==> src/rtl/secded_pipe_decoder_pkg.sv <==
// secded_pkg -- shared definitions for the SECDED pipelined decoder.
//   calc_chk_w : total check width (Hamming bits + overall parity) for a data width
//   pos_to_idx : codeword position -> data bit index (-1 for parity positions)
//   ham_mask   : data-bit mask feeding Hamming check bit j
//   err_class_e: per-word classification
package secded_pkg;

  typedef enum logic [1:0] {CLEAN, SEC, DED} err_class_e;

  // Smallest P with 2^P >= data_w + P + 1, plus one bit for overall parity.
  function automatic int calc_chk_w(input int data_w);
    int p;
    p = 1;
    while ((1 << p) < data_w + p + 1) p++;
    return p + 1;
  endfunction

  // Data bits fill the non-power-of-two positions from 3 upward, so a
  // position's data index is its rank minus the parity slots below it.
  function automatic int pos_to_idx(input int pos);
    int idx;
    idx = -1;
    if (pos >= 3 && (pos & (pos - 1)) != 0) begin
      idx = pos - 1;
      for (int j = 0; j < 8; j++)
        if ((1 << j) < pos) idx--;
    end
    return idx;
  endfunction

  function automatic logic [63:0] ham_mask(input int data_w, input int p, input int j);
    logic [63:0] m;
    int          idx;
    m = '0;
    for (int pos = 3; pos <= data_w + p; pos++) begin
      idx = pos_to_idx(pos);
      if (idx >= 0 && ((pos >> j) & 1) != 0) m[idx] = 1'b1;
    end
    return m;
  endfunction

endpackage

==> src/rtl/secded_pipe_decoder_if.sv <==
// secded_pipe_decoder_if -- input and output handshake bundle of the decoder.
//   id_*  : received word, check bits, correction enable, valid/ready
//   od_*  : delivered word, flags, {parity mismatch, syndrome}, valid/ready
//   master: producer/consumer side (testbench or surrounding logic)
//   slave : decoder side
interface secded_pipe_decoder_if
  import secded_pkg::*;
#(
  parameter int DATA_W = 32,
  parameter int CHK_W  = calc_chk_w(DATA_W)
);
  logic [DATA_W-1:0] id_data;
  logic [CHK_W-1:0]  id_chk;
  logic              id_valid;
  logic              id_ready;
  logic              id_cor_en;
  logic [DATA_W-1:0] od_data;
  logic              od_valid;
  logic              od_ready;
  logic              od_sec;
  logic              od_ded;
  logic [CHK_W-1:0]  od_syn;

  modport master (
    output id_data, id_chk, id_valid, id_cor_en, od_ready,
    input  id_ready, od_data, od_valid, od_sec, od_ded, od_syn
  );

  modport slave (
    input  id_data, id_chk, id_valid, id_cor_en, od_ready,
    output id_ready, od_data, od_valid, od_sec, od_ded, od_syn
  );
endinterface

==> src/rtl/secded_pipe_decoder_syndrome.sv <==
// secded_syndrome -- combinational Hamming syndrome and overall parity check.
//   data    : data word
//   chk     : received check bits ([P-1:0] Hamming, [P] overall parity)
//   syn     : recomputed Hamming bits XOR received Hamming bits
//   par_err : XOR over data and all check bits (1 = overall parity mismatch)
// As an encoder: tie chk to zero; syn is then the Hamming check bits and the
// overall parity bit is par_err ^ (^syn).
module secded_syndrome
  import secded_pkg::*;
#(
  parameter int DATA_W = 32,
  parameter int CHK_W  = calc_chk_w(DATA_W)
) (
  input  logic [DATA_W-1:0] data,
  input  logic [CHK_W-1:0]  chk,
  output logic [CHK_W-2:0]  syn,
  output logic              par_err
);
  localparam int P = CHK_W - 1;

  for (genvar j = 0; j < P; j++) begin : g_ham
    localparam logic [63:0] MASK = ham_mask(DATA_W, P, j);
    assign syn[j] = (^(data & MASK[DATA_W-1:0])) ^ chk[j];
  end

  assign par_err = ^{data, chk};
endmodule

==> src/rtl/secded_pipe_decoder.sv <==
// secded_pipe_decoder -- two-stage SECDED decoder with error counters.
//   id_clk, id_rst : clock, asynchronous active-high reset
//   id_clr         : synchronous clear of both counters (wins over increments)
//   bus            : input word/check/cor_en handshake and output word/flags handshake
//   od_cnt_sec/ded : saturating counts of delivered single / double error words
module secded_pipe_decoder
  import secded_pkg::*;
#(
  parameter int DATA_W = 32,
  parameter int CHK_W  = calc_chk_w(DATA_W),
  parameter int CNT_W  = 16
) (
  input  logic                 id_clk,
  input  logic                 id_rst,
  input  logic                 id_clr,
  secded_pipe_decoder_if.slave bus,
  output logic [CNT_W-1:0]     od_cnt_sec,
  output logic [CNT_W-1:0]     od_cnt_ded
);
  localparam int P = CHK_W - 1;
  // Highest codeword position in use; larger syndromes cannot be single errors.
  localparam logic [P-1:0] LAST_POS = P'(DATA_W + P);

  function automatic logic [CNT_W-1:0] sat_inc(input logic [CNT_W-1:0] c);
    return (&c) ? c : c + 1'b1;
  endfunction

  logic              ld_p1, ld_p2, hs;
  logic [P-1:0]      syn_c;
  logic              par_c;
  logic              vld_p1;
  logic [DATA_W-1:0] data_p1;
  logic [P-1:0]      syn_p1;
  logic              par_p1, cor_en_p1;
  err_class_e        cls;
  logic [DATA_W-1:0] flip, data_c;
  logic              vld_p2;
  logic [DATA_W-1:0] data_p2;
  logic [CHK_W-1:0]  syn_p2;
  logic              sec_p2, ded_p2;

  assign ld_p2        = !vld_p2 || bus.od_ready;
  assign ld_p1        = !vld_p1 || ld_p2;
  assign bus.id_ready = ld_p1 && !id_rst;
  assign hs           = vld_p2 && bus.od_ready;

  secded_syndrome #(.DATA_W(DATA_W), .CHK_W(CHK_W)) u_syn (
    .data    (bus.id_data),
    .chk     (bus.id_chk),
    .syn     (syn_c),
    .par_err (par_c)
  );

  // ---- stage 1: syndrome and parity mismatch ----
  always_ff @(posedge id_clk or posedge id_rst) begin
    if (id_rst)     vld_p1 <= 1'b0;
    else if (ld_p1) vld_p1 <= bus.id_valid;
  end

  always_ff @(posedge id_clk) begin
    if (ld_p1 && bus.id_valid) begin
      data_p1   <= bus.id_data;
      syn_p1    <= syn_c;
      par_p1    <= par_c;
      cor_en_p1 <= bus.id_cor_en;
    end
  end

  // One-hot correction mask: set only when the syndrome names a data position.
  for (genvar g = 1; g <= DATA_W + P; g++) begin : g_flip
    localparam int IDX = pos_to_idx(g);
    if (IDX >= 0) begin : g_dat
      assign flip[IDX] = (syn_p1 == P'(g));
    end
  end

  always_comb begin
    cls = CLEAN;
    if (par_p1)              cls = (syn_p1 <= LAST_POS) ? SEC : DED;
    else if (syn_p1 != '0)   cls = DED;
    data_c = data_p1;
    if (cls == SEC && cor_en_p1) data_c = data_p1 ^ flip;
  end

  // ---- stage 2: corrected data and flags ----
  always_ff @(posedge id_clk or posedge id_rst) begin
    if (id_rst) begin
      vld_p2  <= 1'b0;
      data_p2 <= '0;
      syn_p2  <= '0;
      sec_p2  <= 1'b0;
      ded_p2  <= 1'b0;
    end else if (ld_p2) begin
      vld_p2 <= vld_p1;
      if (vld_p1) begin
        data_p2 <= data_c;
        syn_p2  <= {par_p1, syn_p1};
        sec_p2  <= (cls == SEC);
        ded_p2  <= (cls == DED);
      end
    end
  end

  assign bus.od_valid = vld_p2;
  assign bus.od_data  = data_p2;
  assign bus.od_syn   = syn_p2;
  assign bus.od_sec   = sec_p2;
  assign bus.od_ded   = ded_p2;

  // ---- error counters, advanced on delivery ----
  always_ff @(posedge id_clk or posedge id_rst) begin
    if (id_rst) begin
      od_cnt_sec <= '0;
      od_cnt_ded <= '0;
    end else if (id_clr) begin
      od_cnt_sec <= '0;
      od_cnt_ded <= '0;
    end else if (hs) begin
      if (sec_p2) od_cnt_sec <= sat_inc(od_cnt_sec);
      if (ded_p2) od_cnt_ded <= sat_inc(od_cnt_ded);
    end
  end
endmodule

==> src/flat_wrapper.sv <==
// flat-port wrapper written by rule: the top's interface ports become plain ports
module secded_pipe_decoder_flat import secded_pkg::*;
#(
  parameter int DATA_W = 32,
  parameter int CHK_W  = calc_chk_w(DATA_W),
  parameter int CNT_W  = 16
)
  (id_clk, id_rst, id_clr, od_cnt_sec, od_cnt_ded, bus_id_data, bus_id_chk, bus_id_valid, bus_id_cor_en, bus_od_ready, bus_id_ready, bus_od_data, bus_od_valid, bus_od_sec, bus_od_ded, bus_od_syn);
  secded_pipe_decoder_if #(.DATA_W(DATA_W), .CHK_W(CHK_W)) bus_i ();
  input  logic id_clk;
  input  logic id_rst;
  input  logic id_clr;
  output logic [CNT_W-1:0] od_cnt_sec;
  output logic [CNT_W-1:0] od_cnt_ded;
  input wire logic [$bits(bus_i.id_data)-1:0] bus_id_data;
  input wire logic [$bits(bus_i.id_chk)-1:0] bus_id_chk;
  input wire logic [$bits(bus_i.id_valid)-1:0] bus_id_valid;
  input wire logic [$bits(bus_i.id_cor_en)-1:0] bus_id_cor_en;
  input wire logic [$bits(bus_i.od_ready)-1:0] bus_od_ready;
  output wire logic [$bits(bus_i.id_ready)-1:0] bus_id_ready;
  output wire logic [$bits(bus_i.od_data)-1:0] bus_od_data;
  output wire logic [$bits(bus_i.od_valid)-1:0] bus_od_valid;
  output wire logic [$bits(bus_i.od_sec)-1:0] bus_od_sec;
  output wire logic [$bits(bus_i.od_ded)-1:0] bus_od_ded;
  output wire logic [$bits(bus_i.od_syn)-1:0] bus_od_syn;
  assign bus_i.id_data = bus_id_data;
  assign bus_i.id_chk = bus_id_chk;
  assign bus_i.id_valid = bus_id_valid;
  assign bus_i.id_cor_en = bus_id_cor_en;
  assign bus_i.od_ready = bus_od_ready;
  assign bus_id_ready = bus_i.id_ready;
  assign bus_od_data = bus_i.od_data;
  assign bus_od_valid = bus_i.od_valid;
  assign bus_od_sec = bus_i.od_sec;
  assign bus_od_ded = bus_i.od_ded;
  assign bus_od_syn = bus_i.od_syn;
  secded_pipe_decoder #(.DATA_W(DATA_W), .CHK_W(CHK_W), .CNT_W(CNT_W)) u_core (.id_clk(id_clk), .id_rst(id_rst), .id_clr(id_clr), .bus(bus_i), .od_cnt_sec(od_cnt_sec), .od_cnt_ded(od_cnt_ded));
endmodule
==> config.mk <==
export PLATFORM = sky130hd
export DESIGN_NAME = secded_pipe_decoder_flat
export DESIGN_NICKNAME = d
export VERILOG_FILES = /design/src/rtl/secded_pipe_decoder_pkg.sv /design/src/rtl/secded_pipe_decoder_if.sv /design/src/rtl/secded_pipe_decoder_syndrome.sv /design/src/rtl/secded_pipe_decoder.sv /design/src/flat_wrapper.sv
export SDC_FILE = /design/constraint.sdc
export NUM_CORES = 1
export LEC_CHECK = 0
export CAP_MARGIN = 10
export CORE_AREA = 2 2 115 117
export DETAILED_ROUTE_END_ITERATION = 7
export DIE_AREA = 0 0 117 119
export PLACE_DENSITY = 0.76
export SYNTH_ARGS = -nofsm -noshare
export SYNTH_HDL_FRONTEND = slang
export SYNTH_SLANG_ARGS = --single-unit
==> constraint.sdc <==
create_clock -name id_clk -period 2.23 [get_ports id_clk]
set_input_delay 0.3345 -clock id_clk [delete_from_list [all_inputs] [get_ports id_clk]]
set_output_delay 0.3345 -clock id_clk [all_outputs]
set_load 0.01 [all_outputs]
==> results of run 1 <==
[layout by cell type, fill, tap and decap left out, types with 3 or more instances in the layout]
| cell type | n |
|---|---|
| a21oi_1 | 37 |
| and3_1 | 8 |
| and4_1 | 3 |
| buf_12 | 4 |
| buf_4 | 39 |
| clkbuf_1 | 3 |
| clkbuf_16 | 19 |
| clkbuf_8 | 3 |
| clkdlybuf4s50_1 | 119 |
| clkinv_2 | 3 |
| dfrtp_1 | 75 |
| edfxtp_1 | 40 |
| inv_1 | 4 |
| mux2_1 | 6 |
| nand2_1 | 17 |
| nand2b_1 | 6 |
| nand3_1 | 15 |
| nand4_1 | 10 |
| nand4b_1 | 3 |
| nor2_1 | 76 |
| nor2b_1 | 6 |
| nor3_1 | 10 |
| nor4_1 | 6 |
| o2111ai_1 | 6 |
| o211ai_1 | 4 |
| o21ai_0 | 3 |
| o21ai_1 | 4 |
| or3_1 | 4 |
| xnor2_1 | 76 |
| xnor3_1 | 3 |
| xor2_1 | 48 |
[how the worst max path moves through the flow]
stage / slack (ns) / to / depth (start not counted) / start
floorplan: 0.19 / u_core.cor_en_p1 / 3 / u_core.bus.od_valid
global placement: -0.25 / u_core.par_p1 / 6 / bus_id_data[10]
detailed placement: -0.38 / u_core.par_p1 / 6 / bus_id_data[10]
CTS: 0.07 / u_core.par_p1 / 6 / bus_id_data[10]
global route: 0.0002 / u_core.par_p1 / 6 / bus_id_data[6]
finish: 0.07 / u_core.par_p1 / 6 / bus_id_data[10]
[registers in the layout (all words and copies together) (netlist names)]
name and count:
u_core.bus.od_syn 7, u_core.bus.od_data 32, u_core.od_cnt_sec 16, u_core.od_cnt_ded 16, u_core.cor_en_p1 1, u_core.vld_p1 1, u_core.bus.od_sec 1, u_core.par_p1 1
u_core.bus.od_ded 1, u_core.data_p1 32, u_core.bus.od_valid 1, u_core.syn_p1 6
[stage by stage]
stage	hold WS, ns	setup slack [ns]
2_1_floorplan	0.398	0.194
3_3_place_gp	0.473	-0.249
3_5_place_dp	0.479	-0.378
4_1_cts	0.415	0.0672
5_1_grt	0.453	0.000188
6_report	0.409	0.0725
[logic make-up (layout without fill, tap and decap cells)]
logic type | count (synthesis) | in the layout
AO/OA/AOI/OAI | 59 | 59
XOR/XNOR | 129 | 129
adder cells (fa/ha/maj) | 2 | 2
buffers and inverters | 25 | 199
flip-flops | 115 | 115
multiplexers | 8 | 8
AND/OR/NAND/NOR | 175 | 175
[layer usage]
metal	vias up	global-route usage (%)	routed length (µm)
met1	2055	25.1	5510
met5	-	0	0
li1	2107	-	-
met4	0	7.65	232
met3	24	4.99	720
met2	160	33.2	6620
[critical path: stages]
cell,delay [ns]
clkdlybuf4s50_1,0.49
xor2_1,0.19
xnor2_1,0.17
xnor3_1,0.48
xor2_1,0.22
xnor3_1,0.42
[power by group]
part,switching [mW],total [mW],internal [mW]
registers,0.191,2.72,2.52
clock network,0.915,2.78,1.86
logic,0.886,1.89,1.01
[final cells by class]
type                    count  area, µm²  share of cell area (%)
clock buffers              25        528                    6.58
clock inverters             7       91.3                    1.14
well taps                 176        220                    2.75
inverters                   5       22.5                   0.281
repair buffers            162       1560                    19.5
flip-flops and latches    115       3080                    38.4
multi-input cells         373       2510                    31.4
==> flow_summary.json, run 1 <==
{
  "post_drt_wl_per_cell_um": 15.2,
  "period_minus_slack_ns": 2.16,
  "grt_start_max_net_pins": 76,
  "netlist_area_um2": 5690,
  "maxCapViolCount": 0,
  "timing.final.max_slew_violations": 0,
  "critPathRequiredTime_ns": 2.38,
  "nets": 721,
  "first_pass_iters": 4,
  "cts_made_buffers": 17,
  "cp-end-kind": "register",
  "worstMarginPinSlew_ns": 0.462,
  "synthCells": 513,
  "maxSlewHeadroom_pct": 69.1,
  "synth_xor_area_share_pct": 21.1,
  "synthAdderAreaFrac_pct": 0.440,
  "grt_pass1_vias": 4286,
  "p_leak_nw": 3.07,
  "worstSetupStartpointType": "primary input",
  "ys_seq_elements": 115,
  "place_inst": 831,
  "rr_worst_depth": 6,
  "cts.clk_slew.worst_paths_ns": 0.05,
  "drc": 0,
  "critPathKind": "in2reg",
  "synth_edf_count": 40,
  "p_per_area_nw_per_um2": 921,
  "r2r_end": "u_core.od_cnt_sec[1]",
  "finalSetupViolations": 0,
  "yosys.area.top_type": "dfrtp_1",
  "rsz0062_at_grt": "no",
  "synthMuxAreaShare_pct": 1.54,
  "gp_congestion": 0.872,
  "place_area_um2": 7400,
  "post_cts_buffers": 0,
  "r2r_start": "u_core.od_cnt_sec[0]",
  "skew_ns": 0.00733,
  "port-buffer-count": 119,
  "clkLatencyLatePin_ns": 0.41,
  "grt-ovfl-total": 0,
  "final_cells": 863,
  "cts_root_buffer": "clkbuf_16",
  "dp_hpwl_um": 9830,
  "fin_setup_tns_ns": 0,
  "ys.warnings.count": 0,
  "power.total_mw": 7.38,
  "drt-vias-per-instance": 5.04,
  "fin_area_um2": 8020,
  "fp.coreArea_um2": 12900,
  "ir_worst_vdd_v": 0.000701,
  "dieWidth_um": 117,
  "synth.distinct_cells": 42,
  "ys_seq_area_share_pct": 54.1,
  "dr_total_vias": 4346,
  "cts_tree": "built",
  "wirelength_um": 13100,
  "hp-class": "in2async",
  "cp.arrival_ns": 2.31,
  "post-route-util_pct": 62.3,
  "synth_nets": 560,
  "ant_nets": 0,
  "io_pins": 120,
  "synth_area_leaders": "dfrtp_1, edfxtp_1, xnor2_1",
  "cts_buffer_depth": 2,
  "clkSinkCount": 115,
  "die_h_um": 119,
  "cts_htree_levels": 4,
  "fill_cells": 1028,
  "synth-async-reset-ratio_pct": 65.2,
  "grt_pass1_wl_um": 21200,
  "rows": 42,
  "synth_top_family_by_area": "XOR/XNOR gates",
  "post-route-period-util_pct": 96.7,
  "antenna_found_initial": 0,
  "drt_iter0_markers": 401,
  "synth_top_area_share_pct": 33.0,
  "r2r_slack_ns": 0.24,
  "area_growth_syn_to_layout_pct": 41.0,
  "synth_top_flop_cell": "dfrtp_1",
  "hold_buffers": 0,
  "synth_simple_gate_area_share_pct": 15.2,
  "hold_violations": 0,
  "dieArea_um2": 13900,
  "crit_path_max_fanout": 2,
  "status": "complete, no violations",
  "drive_gt1_share_pct": 11.2,
  "initial_core_util_pct": 44.2,
  "synth_compound_area_share_pct": 5.99,
  "num_antenna_cells": 0,
  "track_usage_pct": 20.0,
  "cts_resized": 0,
  "synth.avg_cell_area_um2": 11.1,
  "netlist_top_cells_count": "nor2_1, xnor2_1, dfrtp_1, xor2_1, edfxtp_1",
  "fmax_mhz": 463
}
Note: power is estimated with default switching activity, not from simulation.
==> run 2, diff against run 1 <==
Settings changed: CORE_AREA 2 2 115 117 to 2 2 109 111, DIE_AREA 0 0 117 119 to 0 0 111 113, PLACE_DENSITY 0.76 to 0.8, SKIP_CTS_REPAIR_TIMING set to 1.
Clock period 2.23 ns to 2.4 ns, I/O delays scaled along.
==> flow_summary.json, run 2 (synthesis gave the netlist of run 1 again) <==
{
  "status": "complete, no violations",
  "rr_worst_depth": 6,
  "io_pins": 120,
  "first_pass_iters": 5,
  "grt-ovfl-total": 0,
  "drive_gt1_share_pct": 9.93,
  "post-route-period-util_pct": 88.6,
  "r2r_end": "u_core.od_cnt_sec[1]",
  "p_seq_share_pct": 38.0,
  "area_growth_syn_to_layout_pct": 37.2,
  "nets": 709,
  "critPathRequiredTime_ns": 2.55,
  "drc": 0,
  "initial_core_util_pct": 50.4,
  "port-buffer-count": 119,
  "antenna_found_initial": 0,
  "comb_power_share_pct": 26.4,
  "cts_tree": "built",
  "ant_nets": 0,
  "num_antenna_cells": 0,
  "holdWs_ns": 0.395,
  "worstSetupStartpointType": "primary input",
  "cts_made_buffers": 17,
  "power.share.clock_pct": 35.6,
  "dr_total_vias": 4381,
  "maxCapViolCount": 0,
  "dieWidth_um": 111,
  "wirelength_um": 13400,
  "dp_hpwl_um": 9920,
  "rsz0062_at_grt": "no",
  "power.internal_mw": 4.72,
  "p_sw_mw": 1.91,
  "worstMarginPinSlew_ns": 0.533,
  "pre_cts_ws_ns": -0.155,
  "mostFrequentLayoutCell": "clkdlybuf4s50_1",
  "post_drt_wl_per_cell_um": 16.4,
  "rows": 39,
  "cts_root_buffer": "clkbuf_16",
  "p_per_area_nw_per_um2": 850,
  "grt_pass1_wl_um": 21400,
  "worst_slack_ns": 0.274,
  "die_h_um": 113,
  "cts_htree_levels": 4,
  "cp-end-kind": "register",
  "cp.arrival_ns": 2.28,
  "hold_violations": 0,
  "skew_ns": 0.00941,
  "clkLatencyLatePin_ns": 0.42,
  "critPathKind": "in2reg",
  "track_usage_pct": 22.0,
  "r2r_slack_ns": 0.43,
  "gp_congestion": 0.876,
  "clkSinkCount": 115,
  "crit_path_max_fanout": 2,
  "grt_pass1_vias": 4271,
  "maxSlewHeadroom_pct": 64.5,
  "r2r_start": "u_core.od_cnt_sec[0]",
  "drt_iter0_markers": 411,
  "cts.clk_slew.worst_paths_ns": 0.05,
  "ir_worst_vdd_v": 0.000678,
  "sw_frac_of_total_pct": 28.9,
  "post-route-util_pct": 69.2,
  "layout_common_cells": "clkdlybuf4s50_1, nor2_1, xnor2_1",
  "dieArea_um2": 12500,
  "timing.final.max_slew_violations": 0,
  "cts_buffer_depth": 2,
  "p_leak_nw": 2.97,
  "drt-vias-per-instance": 5.36,
  "fp.coreArea_um2": 11300,
  "finalSetupViolations": 0,
  "fmax_mhz": 470,
  "hp-class": "in2async",
  "period_minus_slack_ns": 2.13,
  "grt_start_max_net_pins": 43
}
-- run 2: changes by cell type in the layout (fill, tap and decap cells not counted), moves of 2 or more --
cell,previous run,this run
clkinvlp_4,2,6
clkbuf_1,3,1
buf_12,4,2
buf_4,39,29
inv_4,0,2
clkbuf_16,19,17
-- run 2: routing by layer --
metal | up-vias | track usage, % | share of wire, % | wire length (µm)
li1 | 2079 | - | - | -
met5 | - | 0 | 0 | 0
met3 | 32 | 5.57 | 6.0 | 810
met1 | 2098 | 25.7 | 40 | 5350
met4 | 0 | 9.33 | 2.6 | 346
met2 | 172 | 38.7 | 52 | 6920
-- run 2: area by class of cell --
class / instances / area (µm²)
Inverter: 5 / 18.8
Tap cell: 143 / 179
Clock buffer: 20 / 457
Multi-Input combinational cell: 373 / 2510
Timing Repair Buffer: 150 / 1450
Fill cell: 813 / 3470
Clock inverter: 12 / 106
Sequential cell: 115 / 3080
-- run 2: worst max path at each step --
stage / endpoint / start / cells past startpoint
finish: u_core.par_p1 / bus_id_data[6] / 6
global route: u_core.par_p1 / bus_id_data[6] / 6
CTS: u_core.par_p1 / bus_id_data[6] / 6
detailed placement: u_core.par_p1 / bus_id_data[6] / 6
global placement: u_core.par_p1 / bus_id_data[10] / 6
floorplan: u_core.bus.od_data[0] / id_rst / 1
-- run 2: critical path, stage by stage --
cell and delay, ns:
clkdlybuf4s50_1 0.51, xor2_1 0.18, xnor2_1 0.18, xnor3_1 0.44, xor2_1 0.18, xnor3_1 0.43
-- run 2: through the flow --
stage	cells	TNS [ns]	power [mW]	instance area, µm²
floorplan	513	0	3.46	5690
global placement	786	-0.110	4.23	7240
detailed placement	786	-0.155	4.29	7240
CTS	818	0	6.67	7800
global route	818	0	6.92	7800
finish	818	0	6.63	7800
-- run 2: power by group through the flow --
stage          Clock (mW)  Sequential, mW  Combinational (mW)
2_1_floorplan           0            2.61               0.849
3_3_place_gp            0            2.54                1.68
3_5_place_dp            0            2.55                1.73
4_1_cts              2.40            2.52                1.75
5_1_grt              2.48            2.55                1.88
6_report             2.36            2.52                1.75
==> run 3, diff against run 2 <==
==> constraint.sdc (replaced) <==
create_clock -name id_clk -period 2.4 [get_ports id_clk]
set_input_delay 0.72 -clock id_clk [delete_from_list [all_inputs] [get_ports id_clk]]
set_output_delay 0.72 -clock id_clk [all_outputs]
set_load 0.01 [all_outputs]
==> flow_summary.json, run 3 (synthesis gave the netlist of run 1 again) <==
{
  "critPathKind": "in2reg",
  "drc": 0,
  "grt_start_max_net_pins": 41,
  "grtUsageMet1_pct": 27.0,
  "wirelength_um": 14000,
  "critPathRequiredTime_ns": 2.54,
  "io_pins": 120,
  "crit_path_max_fanout": 2,
  "cts_htree_levels": 4,
  "dr_total_vias": 4464,
  "worstSetupStartpointType": "primary input",
  "skew_ns": 0.00546,
  "finalSetupViolations": 0,
  "cp-end-kind": "register",
  "gp_congestion": 0.881,
  "use_met2_pct": 41.7,
  "dieArea_um2": 12500,
  "clkSinkCount": 115,
  "maxCapViolCount": 0,
  "worstMarginPinSlew_ns": 0.417,
  "grt_pass1_wl_um": 22800,
  "final_cells": 847,
  "ir_worst_vdd_v": 0.000537,
  "holdWs_ns": 0.497,
  "cts.clk_slew.worst_paths_ns": 0.05,
  "fmax_mhz": 419,
  "drt_iter0_markers": 335,
  "regArea_um2": 3080,
  "clkLatencyLatePin_ns": 0.41,
  "grt-ovfl-total": 0,
  "initial_core_util_pct": 50.4,
  "first_pass_iters": 5,
  "fp.coreArea_um2": 11300,
  "top_usage_layer": "met2",
  "post_drt_wl_per_cell_um": 16.5,
  "cts_root_buffer": "clkbuf_16",
  "ant_nets": 0,
  "period_minus_slack_ns": 2.39,
  "nets": 738,
  "cp.arrival_ns": 2.53,
  "cts_tree": "built",
  "die_h_um": 113,
  "layout_common_cells": "clkdlybuf4s50_1, nor2_1, dfrtp_1",
  "multi_input_area_um2": 2540,
  "num_antenna_cells": 0,
  "fill_cells": 808,
  "port-buffer-count": 119,
  "status": "complete, no violations",
  "grt_pass1_vias": 4626,
  "maxSlewHeadroom_pct": 72.0,
  "p_per_area_nw_per_um2": 836,
  "track_usage_pct": 23.2,
  "drive_gt1_share_pct": 13.8,
  "p_leak_nw": 3.19,
  "dp_hpwl_um": 10100,
  "antenna_found_initial": 0,
  "hold_violations": 0,
  "post-route-util_pct": 71.9,
  "grt_use_met3_pct": 4.50,
  "rows": 39,
  "power.total_mw": 6.78,
  "hp-class": "reg2reg",
  "area_growth_syn_to_layout_pct": 42.6,
  "dieWidth_um": 111,
  "post-route-period-util_pct": 99.5,
  "cts_made_buffers": 17,
  "mostFrequentLayoutCell": "clkdlybuf4s50_1",
  "place_inst": 814,
  "cts_buffer_depth": 2,
  "drt-vias-per-instance": 5.27,
  "timing.final.max_slew_violations": 0
}
-- run 3: changes by cell type in the layout (fill, tap and decap cells not counted), sizes merged --
cell and delta:
inv -3, clkinv +4, buf +29, clkinvlp -2
clkdlybuf4s50 -6, dlymetal6s2s +6, bufinv +1
-- run 3: critical path, cell delays in order --
cell,delay (ns)
clkdlybuf4s50_1,0.43
xnor2_1,0.15
xnor2_1,0.25
xnor3_1,0.50
xor2_2,0.20
buf_4,0.15
xnor2_1,0.13
-- run 3: report_power, final --
| group | internal, mW | total [mW] | switching, mW |
|---|---|---|---|
| clock network | 1.53 | 2.40 | 0.866 |
| registers | 2.35 | 2.52 | 0.177 |
| logic | 0.971 | 1.86 | 0.884 |
-- run 3: worst paths after layout --
| kind | from | to | slack [ns] | cells past startpoint |
|---|---|---|---|---|
| max | bus_id_data[8] | u_core.syn_p1[0] | 0.01 | 7 |
| min | u_core.bus.od_syn[4] | u_core.bus.od_syn[4] | 0.50 | 1 |
| max reg2reg | u_core.od_cnt_sec[0] | u_core.od_cnt_sec[1] | 0.43 | 7 |
| min reg2reg | u_core.bus.od_syn[4] | u_core.bus.od_syn[4] | 0.50 | 1 |
| max in group asynchronous | id_rst | u_core.od_cnt_sec[11] | 1.14 | 4 |
| min in group asynchronous | id_rst | u_core.bus.od_data[18] | 0.77 | 3 |
-- run 3: cell type report --
cell class / count / share of cell area (%)
Clock buffer: 20 / 5.51
Clock inverter: 12 / 1.42
Inverter: 5 / 0.278
Multi-Input combinational cell: 373 / 31.4
Sequential cell: 115 / 38.0
Tap cell: 143 / 2.21
Timing Repair Buffer: 179 / 21.2
-- run 3: stage by stage --
| stage | area (µm²) | worst slack (ns) | TNS, ns |
|---|---|---|---|
| after floorplan | 5690 | 0.0327 | 0 |
| after global placement | 7490 | -0.472 | -1.96 |
| after detailed placement | 7490 | -0.531 | -2.53 |
| after CTS | 8050 | -0.266 | -0.400 |
| after global routing | 8110 | -0.00207 | -0.00259 |
| final | 8110 | 0.0115 | 0 |
-- run 3: metal layers --
layer | part of all wire [%] | vias up
met5 | 0 | -
met4 | 2.2 | 0
met3 | 4.2 | 26
met2 | 52 | 151
met1 | 41 | 2158
li1 | - | 2129
